==> config.mk <==
export PLATFORM = sky130hd
export DESIGN_NAME = gp_trig_cfg_bank_flat
export DESIGN_NICKNAME = d
export VERILOG_FILES = /design/src/rtl/gp_trig_cfg_bank_if.sv /design/src/rtl/gp_trig_cfg_bank.sv /design/src/flat_wrapper.sv
export SDC_FILE = /design/constraint.sdc
export NUM_CORES = 1
export LEC_CHECK = 0
export CAP_MARGIN = 40
export CORE_UTILIZATION = 57
export CTS_CLUSTER_DIAMETER = 60
export DETAILED_ROUTE_END_ITERATION = 10
export HOLD_SLACK_MARGIN = 0.03
export PLACE_DENSITY = 0.86
export SLEW_MARGIN = 20
export SYNTH_ARGS = -nofsm -noshare
export SYNTH_HDL_FRONTEND = slang
export SYNTH_SLANG_ARGS = --single-unit
export TNS_END_PERCENT = 30
==> constraint.sdc <==
create_clock -name i_clk -period 6.1 [get_ports i_clk]
set_clock_uncertainty 0.05 [all_clocks]
set_input_delay 0.915 -clock i_clk [delete_from_list [all_inputs] [get_ports i_clk]]
set_output_delay 0.915 -clock i_clk [all_outputs]
set_load 0.005 [all_outputs]
==> src/rtl/gp_trig_cfg_bank_if.sv <==
// Slave-side request/response bundle between the address decoder and the
// trigger-configuration bank.
interface gp_trig_cfg_bank_if #(
  parameter int DATA_WIDTH       = 32,
  parameter int TRANS_ADDR_WIDTH = 8
);
  logic                        reg_en;
  logic [TRANS_ADDR_WIDTH-1:0] trans_addr;
  logic                        slv_o_valid;
  logic                        slv_o_rd0_wr1;
  logic [DATA_WIDTH-1:0]       slv_o_wr_data;
  logic                        slv_i_ready;
  logic [DATA_WIDTH-1:0]       slv_i_rd_data;
  logic                        slv_i_rd_valid;
  logic                        slv_i_err;

  modport master (
    output reg_en, trans_addr, slv_o_valid, slv_o_rd0_wr1, slv_o_wr_data,
    input  slv_i_ready, slv_i_rd_data, slv_i_rd_valid, slv_i_err
  );

  modport slave (
    input  reg_en, trans_addr, slv_o_valid, slv_o_rd0_wr1, slv_o_wr_data,
    output slv_i_ready, slv_i_rd_data, slv_i_rd_valid, slv_i_err
  );
endinterface

==> src/rtl/gp_trig_cfg_bank.sv <==
// Trigger-configuration register bank: CFG words, lock, status and ID over the
// slave bus, plus an atomic snapshot of all CFG words for the engine FSM.
//
// state      | meaning
// -----------+----------------------------------------------------------
// ST_IDLE    | ready for a slave request or a snapshot request
// ST_RD_RESP | read response (and error flag) presented for one cycle
// ST_SNAP    | snapshot valid/empty pulse presented for one cycle
module gp_trig_cfg_bank #(
  parameter int          DATA_WIDTH       = 32,
  parameter int          TRANS_ADDR_WIDTH = 8,
  parameter int          NUM_TRIG         = 4,
  parameter logic [31:0] ID_VALUE         = 32'h4750_0002
) (
  input  logic                           i_clk,
  input  logic                           i_rstn,
  gp_trig_cfg_bank_if.slave              slv,
  input  logic                           reg_rd_en,
  output logic [NUM_TRIG*DATA_WIDTH-1:0] rd_trig_config,
  output logic                           reg_rd_valid,
  output logic                           reg_rd_empty,
  output logic                           cfg_locked
);

  typedef enum logic [1:0] {ST_IDLE, ST_RD_RESP, ST_SNAP} state_t;

  localparam logic [TRANS_ADDR_WIDTH-1:0] ADDR_CTRL   = TRANS_ADDR_WIDTH'(8'hFD);
  localparam logic [TRANS_ADDR_WIDTH-1:0] ADDR_STATUS = TRANS_ADDR_WIDTH'(8'hFE);
  localparam logic [TRANS_ADDR_WIDTH-1:0] ADDR_ID     = TRANS_ADDR_WIDTH'(8'hFF);
  localparam int LOCK_BIT = (DATA_WIDTH > 16) ? 16 : 0;

  state_t                         state_q, state_d;
  logic [DATA_WIDTH-1:0]          cfg_q [NUM_TRIG];
  logic [DATA_WIDTH-1:0]          cfg_d [NUM_TRIG];
  logic                           lock_q, lock_d;
  logic [DATA_WIDTH-1:0]          rd_data_q, rd_data_d;
  logic                           rd_valid_q, rd_valid_d;
  logic                           err_q, err_d;
  logic [NUM_TRIG*DATA_WIDTH-1:0] snap_q, snap_d;
  logic                           snap_valid_q, snap_valid_d;
  logic                           snap_empty_q, snap_empty_d;

  logic [NUM_TRIG-1:0]            cfg_hit;
  logic [DATA_WIDTH-1:0]          cfg_rd;
  logic [DATA_WIDTH-1:0]          status_word;
  logic [NUM_TRIG*DATA_WIDTH-1:0] cfg_packed;
  logic                           is_ctrl, is_status, is_id, any_cfg, accept;

  always_comb begin
    cfg_hit     = '0;
    cfg_rd      = '0;
    status_word = '0;
    cfg_packed  = '0;
    for (int k = 0; k < NUM_TRIG; k++) begin
      cfg_hit[k]     = (slv.trans_addr == TRANS_ADDR_WIDTH'(k));
      status_word[k] = |cfg_q[k];
      cfg_packed[k*DATA_WIDTH +: DATA_WIDTH] = cfg_q[k];
      if (cfg_hit[k]) cfg_rd = cfg_q[k];
    end
    if (DATA_WIDTH > 16) status_word[LOCK_BIT] = lock_q;
    any_cfg   = |status_word[NUM_TRIG-1:0];
    is_ctrl   = (slv.trans_addr == ADDR_CTRL);
    is_status = (slv.trans_addr == ADDR_STATUS);
    is_id     = (slv.trans_addr == ADDR_ID);
    accept    = slv.reg_en && slv.slv_o_valid && (state_q == ST_IDLE);

    state_d      = state_q;
    cfg_d        = cfg_q;
    lock_d       = lock_q;
    rd_data_d    = '0;
    rd_valid_d   = 1'b0;
    err_d        = 1'b0;
    snap_d       = snap_q;
    snap_valid_d = 1'b0;
    snap_empty_d = 1'b0;

    unique case (state_q)
      ST_IDLE: begin
        if (accept && !slv.slv_o_rd0_wr1) begin
          state_d    = ST_RD_RESP;
          rd_valid_d = 1'b1;
          if (|cfg_hit)       rd_data_d = cfg_rd;
          else if (is_ctrl)   rd_data_d = DATA_WIDTH'(lock_q);
          else if (is_status) rd_data_d = status_word;
          else if (is_id)     rd_data_d = DATA_WIDTH'(ID_VALUE);
          else                err_d     = 1'b1;
        end else if (accept) begin
          if (|cfg_hit) begin
            if (lock_q) err_d = 1'b1;
            else begin
              for (int k = 0; k < NUM_TRIG; k++)
                if (cfg_hit[k]) cfg_d[k] = slv.slv_o_wr_data;
            end
          end else if (is_ctrl) begin
            lock_d = lock_q | slv.slv_o_wr_data[0];
          end else begin
            err_d = 1'b1;
          end
        end else if (reg_rd_en) begin
          // All words captured on one edge so the engine never sees a torn set.
          state_d      = ST_SNAP;
          snap_d       = cfg_packed;
          snap_valid_d = any_cfg;
          snap_empty_d = !any_cfg;
        end
      end
      ST_RD_RESP: state_d = ST_IDLE;
      ST_SNAP:    state_d = ST_IDLE;
      default:    state_d = ST_IDLE;
    endcase
  end

  always_ff @(posedge i_clk) begin
    if (!i_rstn) begin
      state_q      <= ST_IDLE;
      for (int k = 0; k < NUM_TRIG; k++) cfg_q[k] <= '0;
      lock_q       <= 1'b0;
      rd_data_q    <= '0;
      rd_valid_q   <= 1'b0;
      err_q        <= 1'b0;
      snap_q       <= '0;
      snap_valid_q <= 1'b0;
      snap_empty_q <= 1'b0;
    end else begin
      state_q      <= state_d;
      cfg_q        <= cfg_d;
      lock_q       <= lock_d;
      rd_data_q    <= rd_data_d;
      rd_valid_q   <= rd_valid_d;
      err_q        <= err_d;
      snap_q       <= snap_d;
      snap_valid_q <= snap_valid_d;
      snap_empty_q <= snap_empty_d;
    end
  end

  assign slv.slv_i_ready    = (state_q == ST_IDLE);
  assign slv.slv_i_rd_data  = rd_data_q;
  assign slv.slv_i_rd_valid = rd_valid_q;
  assign slv.slv_i_err      = err_q;
  assign rd_trig_config     = snap_q;
  assign reg_rd_valid       = snap_valid_q;
  assign reg_rd_empty       = snap_empty_q;
  assign cfg_locked         = lock_q;

endmodule
==> src/flat_wrapper.sv <==
// flat-port wrapper written by rule: the top's interface ports become plain ports
module gp_trig_cfg_bank_flat 
#(
  parameter int          DATA_WIDTH       = 32,
  parameter int          TRANS_ADDR_WIDTH = 8,
  parameter int          NUM_TRIG         = 4,
  parameter logic [31:0] ID_VALUE         = 32'h4750_0002
)
  (i_clk, i_rstn, reg_rd_en, rd_trig_config, reg_rd_valid, reg_rd_empty, cfg_locked, slv_reg_en, slv_trans_addr, slv_slv_o_valid, slv_slv_o_rd0_wr1, slv_slv_o_wr_data, slv_slv_i_ready, slv_slv_i_rd_data, slv_slv_i_rd_valid, slv_slv_i_err);
  gp_trig_cfg_bank_if #(.DATA_WIDTH(DATA_WIDTH), .TRANS_ADDR_WIDTH(TRANS_ADDR_WIDTH)) slv_i ();
  input  logic i_clk;
  input  logic i_rstn;
  input  logic reg_rd_en;
  output logic [NUM_TRIG*DATA_WIDTH-1:0] rd_trig_config;
  output logic reg_rd_valid;
  output logic reg_rd_empty;
  output logic cfg_locked;
  input wire logic [$bits(slv_i.reg_en)-1:0] slv_reg_en;
  input wire logic [$bits(slv_i.trans_addr)-1:0] slv_trans_addr;
  input wire logic [$bits(slv_i.slv_o_valid)-1:0] slv_slv_o_valid;
  input wire logic [$bits(slv_i.slv_o_rd0_wr1)-1:0] slv_slv_o_rd0_wr1;
  input wire logic [$bits(slv_i.slv_o_wr_data)-1:0] slv_slv_o_wr_data;
  output wire logic [$bits(slv_i.slv_i_ready)-1:0] slv_slv_i_ready;
  output wire logic [$bits(slv_i.slv_i_rd_data)-1:0] slv_slv_i_rd_data;
  output wire logic [$bits(slv_i.slv_i_rd_valid)-1:0] slv_slv_i_rd_valid;
  output wire logic [$bits(slv_i.slv_i_err)-1:0] slv_slv_i_err;
  assign slv_i.reg_en = slv_reg_en;
  assign slv_i.trans_addr = slv_trans_addr;
  assign slv_i.slv_o_valid = slv_slv_o_valid;
  assign slv_i.slv_o_rd0_wr1 = slv_slv_o_rd0_wr1;
  assign slv_i.slv_o_wr_data = slv_slv_o_wr_data;
  assign slv_slv_i_ready = slv_i.slv_i_ready;
  assign slv_slv_i_rd_data = slv_i.slv_i_rd_data;
  assign slv_slv_i_rd_valid = slv_i.slv_i_rd_valid;
  assign slv_slv_i_err = slv_i.slv_i_err;
  gp_trig_cfg_bank #(.DATA_WIDTH(DATA_WIDTH), .TRANS_ADDR_WIDTH(TRANS_ADDR_WIDTH), .NUM_TRIG(NUM_TRIG), .ID_VALUE(ID_VALUE)) u_core (.i_clk(i_clk), .i_rstn(i_rstn), .slv(slv_i), .reg_rd_en(reg_rd_en), .rd_trig_config(rd_trig_config), .reg_rd_valid(reg_rd_valid), .reg_rd_empty(reg_rd_empty), .cfg_locked(cfg_locked));
endmodule
==> results of run 1 <==
## flip-flops by register name, summed over array words and instances, names as in the netlist
signal and count:
u_core.slv.slv_i_rd_valid 1, u_core.rd_trig_config 128, u_core.cfg_locked 1, u_core.slv.slv_i_rd_data 32, u_core.reg_rd_empty 1, u_core.reg_rd_valid 1
u_core.slv.slv_i_err 1, u_core.cfg_packed 128, u_core.state_q 2
## critical path, cell delays in order
cell and delay, ps:
clkdlybuf4s50_1 470, or4_4 540, or3_1 550, nor4_4 780, buf_4 510, mux2i_1 250
## cell families (layout without fill, tap and decap cells)
family,count (synthesis),in the layout,share of synthesized area
simple gates,533,533,0.192
other cells,0,1,0
mux,158,158,0.139
compound gates,191,191,0.121
buf+inv,96,287,0.0512
flops,295,295,0.497
## power by group through the flow
stage	Combinational (uW)	Clock, uW	Sequential [uW]
global route	196	1960	1930
finish	185	1880	1930
detailed placement	177	0	1970
floorplan	117	0	1970
CTS	178	1880	1930
global placement	176	0	1970
## layer usage
layer,track usage,wire [um],vias up
met5,0,0,-
met4,0.110,860,0
met3,0.0553,3580,65
met2,0.479,15200,544
met1,0.463,15300,4861
li1,-,-,4693
## final cells by class
type,instances,area (um2)
flip-flops and latches,295,5910
well taps,270,338
inverters,4,15.0
multi-input cells,882,5390
clock buffers,41,851
repair buffers,231,2280
diodes,1,2.50
fillers,1423,5410
clock inverters,11,166
## metrics by stage
stage / area (um2) / setup slack [ps] / power, uW / hold slack [ps] / cells
global placement: 13900 / 1880 / 2150 / 402 / 1678
CTS: 14900 / 2410 / 3990 / 416 / 1732
floorplan: 11900 / 3260 / 2090 / 406 / 1273
global route: 15000 / 2360 / 4090 / 429 / 1735
finish: 15000 / 2450 / 3990 / 413 / 1735
detailed placement: 13900 / 1910 / 2150 / 407 / 1680
## cells in the final DEF, fill, tap and decap left out, types with 5 or more instances in the layout
cell	Yosys	final
a21boi_0	128	128
a22oi_1	19	19
buf_4	0	17
clkbuf_16	0	29
clkbuf_8	13	8
clkdlybuf4s50_1	0	209
dfxtp_1	295	295
mux2_2	8	8
mux2i_1	145	145
mux4_2	5	5
nand2_1	426	426
nand4_1	10	10
nor2_1	28	28
nor3_1	7	7
nor4_1	34	34
o22ai_1	8	8
o2bb2ai_1	17	17
## worst paths after layout
path,from,to,slack (ps)
setup / recovery,slv_trans_addr[6],u_core.cfg_packed[75],2450
hold / removal,u_core.rd_trig_config[104],u_core.rd_trig_config[104],410
setup reg to reg,u_core.state_q[0],u_core.cfg_packed[75],3300
hold reg to reg,u_core.rd_trig_config[104],u_core.rd_trig_config[104],410
==> flow_summary.toml, run 1 <==
[outcome]
status = "complete, no violations"

[critical_path]
critPathCaptureType = "register"
cp.arrival_ps = 4050
worst-setup-path-type = "input pin to register"
r2r_cells = 6
worstSetupStartpointType = "input pin"
cp_max_fo = 24
worst-endpoint-required_ps = 6500

[timing]
final_max_slew_viol_count = 0
rsz0062_at_grt = "false"
setup_tns_ps = 0
relSlewSlack = 0.471
finalCriticalPeriod_ps = 3650
worstMarginPinSlew_ps = 788
finalHoldViolations = 0
fmax_ghz = 0.274
setup_viol_count_final = 0
period_share = 0.598

[power]
clock_power_share = 0.470
p_leak_uw = 0.00498
power.switching_uw = 865
p_int_uw = 3130
combPwrFrac = 0.046
peakVddDrop_v = 0.000195
sequentialPowerShare = 0.483
powerDensity_nw_per_um2 = 267
swShare = 0.217

[logic_synthesis]
yosysSeqAreaShare = 0.497
synth_area_leader_cell = "dfxtp_1"
synth_edf_count = 0
synth_common_cells = "426 x nand2_1, 295 x dfxtp_1, 145 x mux2i_1"
synthesis.area_um2 = 11900
syn_inst = 1273
yosysWarnings = 0
syn-num-nets = 1319
synth.avg_cell_area_um2 = 9.34
yosys_register_bits = 295
ys_types = 46
synth.most_common_cell = "nand2_1"
synthFlopType = "dfxtp_1"
synthTopCellsByArea = "dfxtp_1 50%, nand2_1 13%, mux2i_1 12%"
synth.top_cell.area_share = 0.497
ys_async_sr_fraction = 0

[floorplan]
boundaryPins = 212
die_y_um = 146
start_util = 0.584
die_w_um = 146
die_area_um2 = 21400
rows = 52
coreArea_um2 = 20400

[layout]
layout.nets = 1488
final_core_util = 0.734
syn2layout_area_growth_pct = 25.8
drive_above_1_share = 0.0656

[routing]
wire_per_inst_um = 20.1
via_count = 10163
wl_um = 34900
drc = 0
routed_via_density = 5.86
final_antenna_net_count = 0
drt_iter0_markers = 1028
dr.pass1.iters = 5

[clock_network]
htreeDepth = 1
cts_num_sinks = 295
insertion_delay_ps = 540
clkTransAtPathRegs_ps = 60
cts.repair.resized = 0
cts_buffers = 28
cts_setup_buffers = 0
cts_tree = "yes"
clockBufferDepth = 3
cts_root_buffer = "clkbuf_16"
hold_buffers = 0

[global_route]
grt_max_degree = 84
overflow = 0
grtUsageTotal = 0.320
antenna_found_initial = 1
grt_pass1_wl_um = 54000
first_global_vias = 9613

[place]
io_buffers = 211
dpl.hpwl_um = 24300
gp_congestion = 0.967

[job]
maxCapViolations = 0

[worst_hold_path]
hold_path.class = "register to register"
min_path_cells = 2
No activity file was read; power rests on OpenSTA's default activity.
==> run 2: changes to the inputs <==
--- a/config.mk
+++ b/config.mk
@@ -6,11 +6,11 @@
 export NUM_CORES = 1
 export LEC_CHECK = 0
 export CAP_MARGIN = 40
-export CORE_UTILIZATION = 57
+export CORE_UTILIZATION = 53
 export CTS_CLUSTER_DIAMETER = 60
 export DETAILED_ROUTE_END_ITERATION = 10
 export HOLD_SLACK_MARGIN = 0.03
-export PLACE_DENSITY = 0.86
+export PLACE_DENSITY = 0.8
 export SLEW_MARGIN = 20
 export SYNTH_ARGS = -nofsm -noshare
 export SYNTH_HDL_FRONTEND = slang
==> constraint.sdc (replaced) <==
create_clock -name i_clk -period 3.6 [get_ports i_clk]
set_clock_uncertainty 0.05 [all_clocks]
set_input_delay 0.54 -clock i_clk [delete_from_list [all_inputs] [get_ports i_clk]]
set_output_delay 0.54 -clock i_clk [all_outputs]
set_load 0.005 [all_outputs]
==> run 2 against run 1 <==
Combinational power grew 77%. Global-route usage shrank 1.8 points. Final cell count rose by 0.75%. Critical path depth unchanged. Sequential share of layout area fell by 0.22 points. Die area grew 7.4%. Routed wire length barely moved. Critical path type unchanged. Largest cell class unchanged.
==> flow_summary.toml, run 2 (same netlist as run 1, synthesis figures left out) <==
[outcome]
status = "complete, no violations"

[critical_path]
rr_endpoint = "u_core.slv.slv_i_rd_data[2]"
worst-endpoint-required_ps = 4020
slowest_delay_ps = 570
r2r_cells = 8
worst-setup-path-type = "input pin to register"
slowest_stage = "or4_4"
critPathCaptureType = "register"
cp.arrival_ps = 3010
crit_start = "slv_trans_addr[7]"
ff2ff_setup_slack_ps = 1310
r2r-start = "u_core.state_q[0]"
worstSetupStartpointType = "input pin"
worstPathCellList = "clkdlybuf4s50_1, or4_4, or3_1, nor4_4, buf_4, mux2i_1"
cp_max_fo = 18

[timing]
holdWs_ps = 269
final_max_slew_viol_count = 0
rsz0062_at_grt = "false"
worstMarginPinSlew_ps = 728
finalCriticalPeriod_ps = 2590
finalHoldViolations = 0
fmax_ghz = 0.386
setup_viol_count_final = 0
period_share = 0.720
relSlewSlack = 0.515
setup_tns_ps = 0

[clock_network]
cts.repair.resized = 0
cts_root_buffer = "clkbuf_16"
hold_buffers = 0
clockBufferDepth = 3
cts_setup_buffers = 0
htreeDepth = 1
cts_tree = "yes"
cts_buffers = 29
insertion_delay_ps = 550
cts_num_sinks = 295
clkTransAtPathRegs_ps = 60

[place]
place_area_um2 = 14000
dpl.hpwl_um = 24800
gp_congestion = 0.899
io_buffers = 211

[floorplan]
boundaryPins = 212
start_util = 0.543
die_y_um = 152
coreArea_um2 = 21900
die_w_um = 152
rows = 54
die_area_um2 = 23000

[global_route]
grt_max_degree = 148
grtUsageTotal = 0.302
first_global_vias = 9104
antenna_found_initial = 1
overflow = 0
grt_pass1_wl_um = 52800

[layout]
diodes = 0
layout_common_cells = "426 x nand2_1, 295 x dfxtp_1, 209 x clkdlybuf4s50_1"
layout_commonest_cell = "nand2_1"
final_area_um2 = 15000
drive_above_1_share = 0.0661
layout.nets = 1494
syn2layout_area_growth_pct = 26.5

[routing]
routed_via_density = 5.67
wire_per_inst_um = 20.0
drc = 0
wl_um = 34900
dr.pass1.iters = 5
via_count = 9918
drt_iter0_markers = 1100
final_antenna_net_count = 0

[power]
p_leak_uw = 0.00502
peakVddDrop_v = 0.000277
powerDensity_nw_per_um2 = 450

[job]
maxCapViolations = 0

[worst_hold_path]
hold_path.class = "input pin to register"
min_path_cells = 2
whs_endpoint = "u_core.rd_trig_config[51]"
worstHoldStart = "i_rstn"
[run 2: cell types whose count changed in the layout (fill, tap and decap cells not counted), sizes merged, moves of 2 or more]
cell      before  now
buf           21   27
clkbuf        42   40
clkinv         3    6
clkinvlp       3    0
[run 2: area by class of cell]
type,instances,area (um2)
fillers,1706,6860
flip-flops and latches,295,5910
multi-input cells,882,5390
repair buffers,236,2380
clock buffers,40,807
well taps,280,350
clock inverters,11,184
inverters,4,15.0
[run 2: worst max-delay path by stage]
stage                              to  slack (ps)  depth (start not counted)
2_1_floorplan  u_core.cfg_packed[115]        1130                          6
3_3_place_gp   u_core.cfg_packed[122]         530                          6
3_5_place_dp   u_core.cfg_packed[119]         460                          6
4_1_cts        u_core.cfg_packed[114]        1020                          6
5_1_grt        u_core.cfg_packed[117]         870                          6
6_report         u_core.cfg_packed[2]        1010                          6
[run 2: critical path, delay by kind of cell]
kind / cells / cell delay (ps)
muxes: 1 / 240
and+or+nand+nor: 3 / 1430
buffers and inverters: 2 / 800
[run 2: through the flow]
step           worst slack, ps  power [uW]  std cells  utilization
2_1_floorplan             1130        3540       1273            -
3_3_place_gp               534        3660       1697        0.642
3_5_place_dp               464        3660       1697        0.642
4_1_cts                   1020        6780       1748        0.687
5_1_grt                    866        6930       1748        0.687
6_report                  1010        6760       1748        0.687
[run 2: power breakdown]
part | internal, uW | total [uW] | switching, uW
Combinational | 110 | 327 | 217
Clock | 1910 | 3170 | 1250
Sequential | 3270 | 3270 | 2.18
Total | 5290 | 6760 | 1470
[run 2: metal layers]
layer  wire, um  part of all wire  global-route usage  up-vias
li1           -                 -                   -     4700
met1      16000              0.46               0.458     4701
met2      14600              0.42               0.429      467
met3       3490              0.10              0.0599       48
met4        696             0.020              0.0822        2
met5         13           0.00037                   0        -
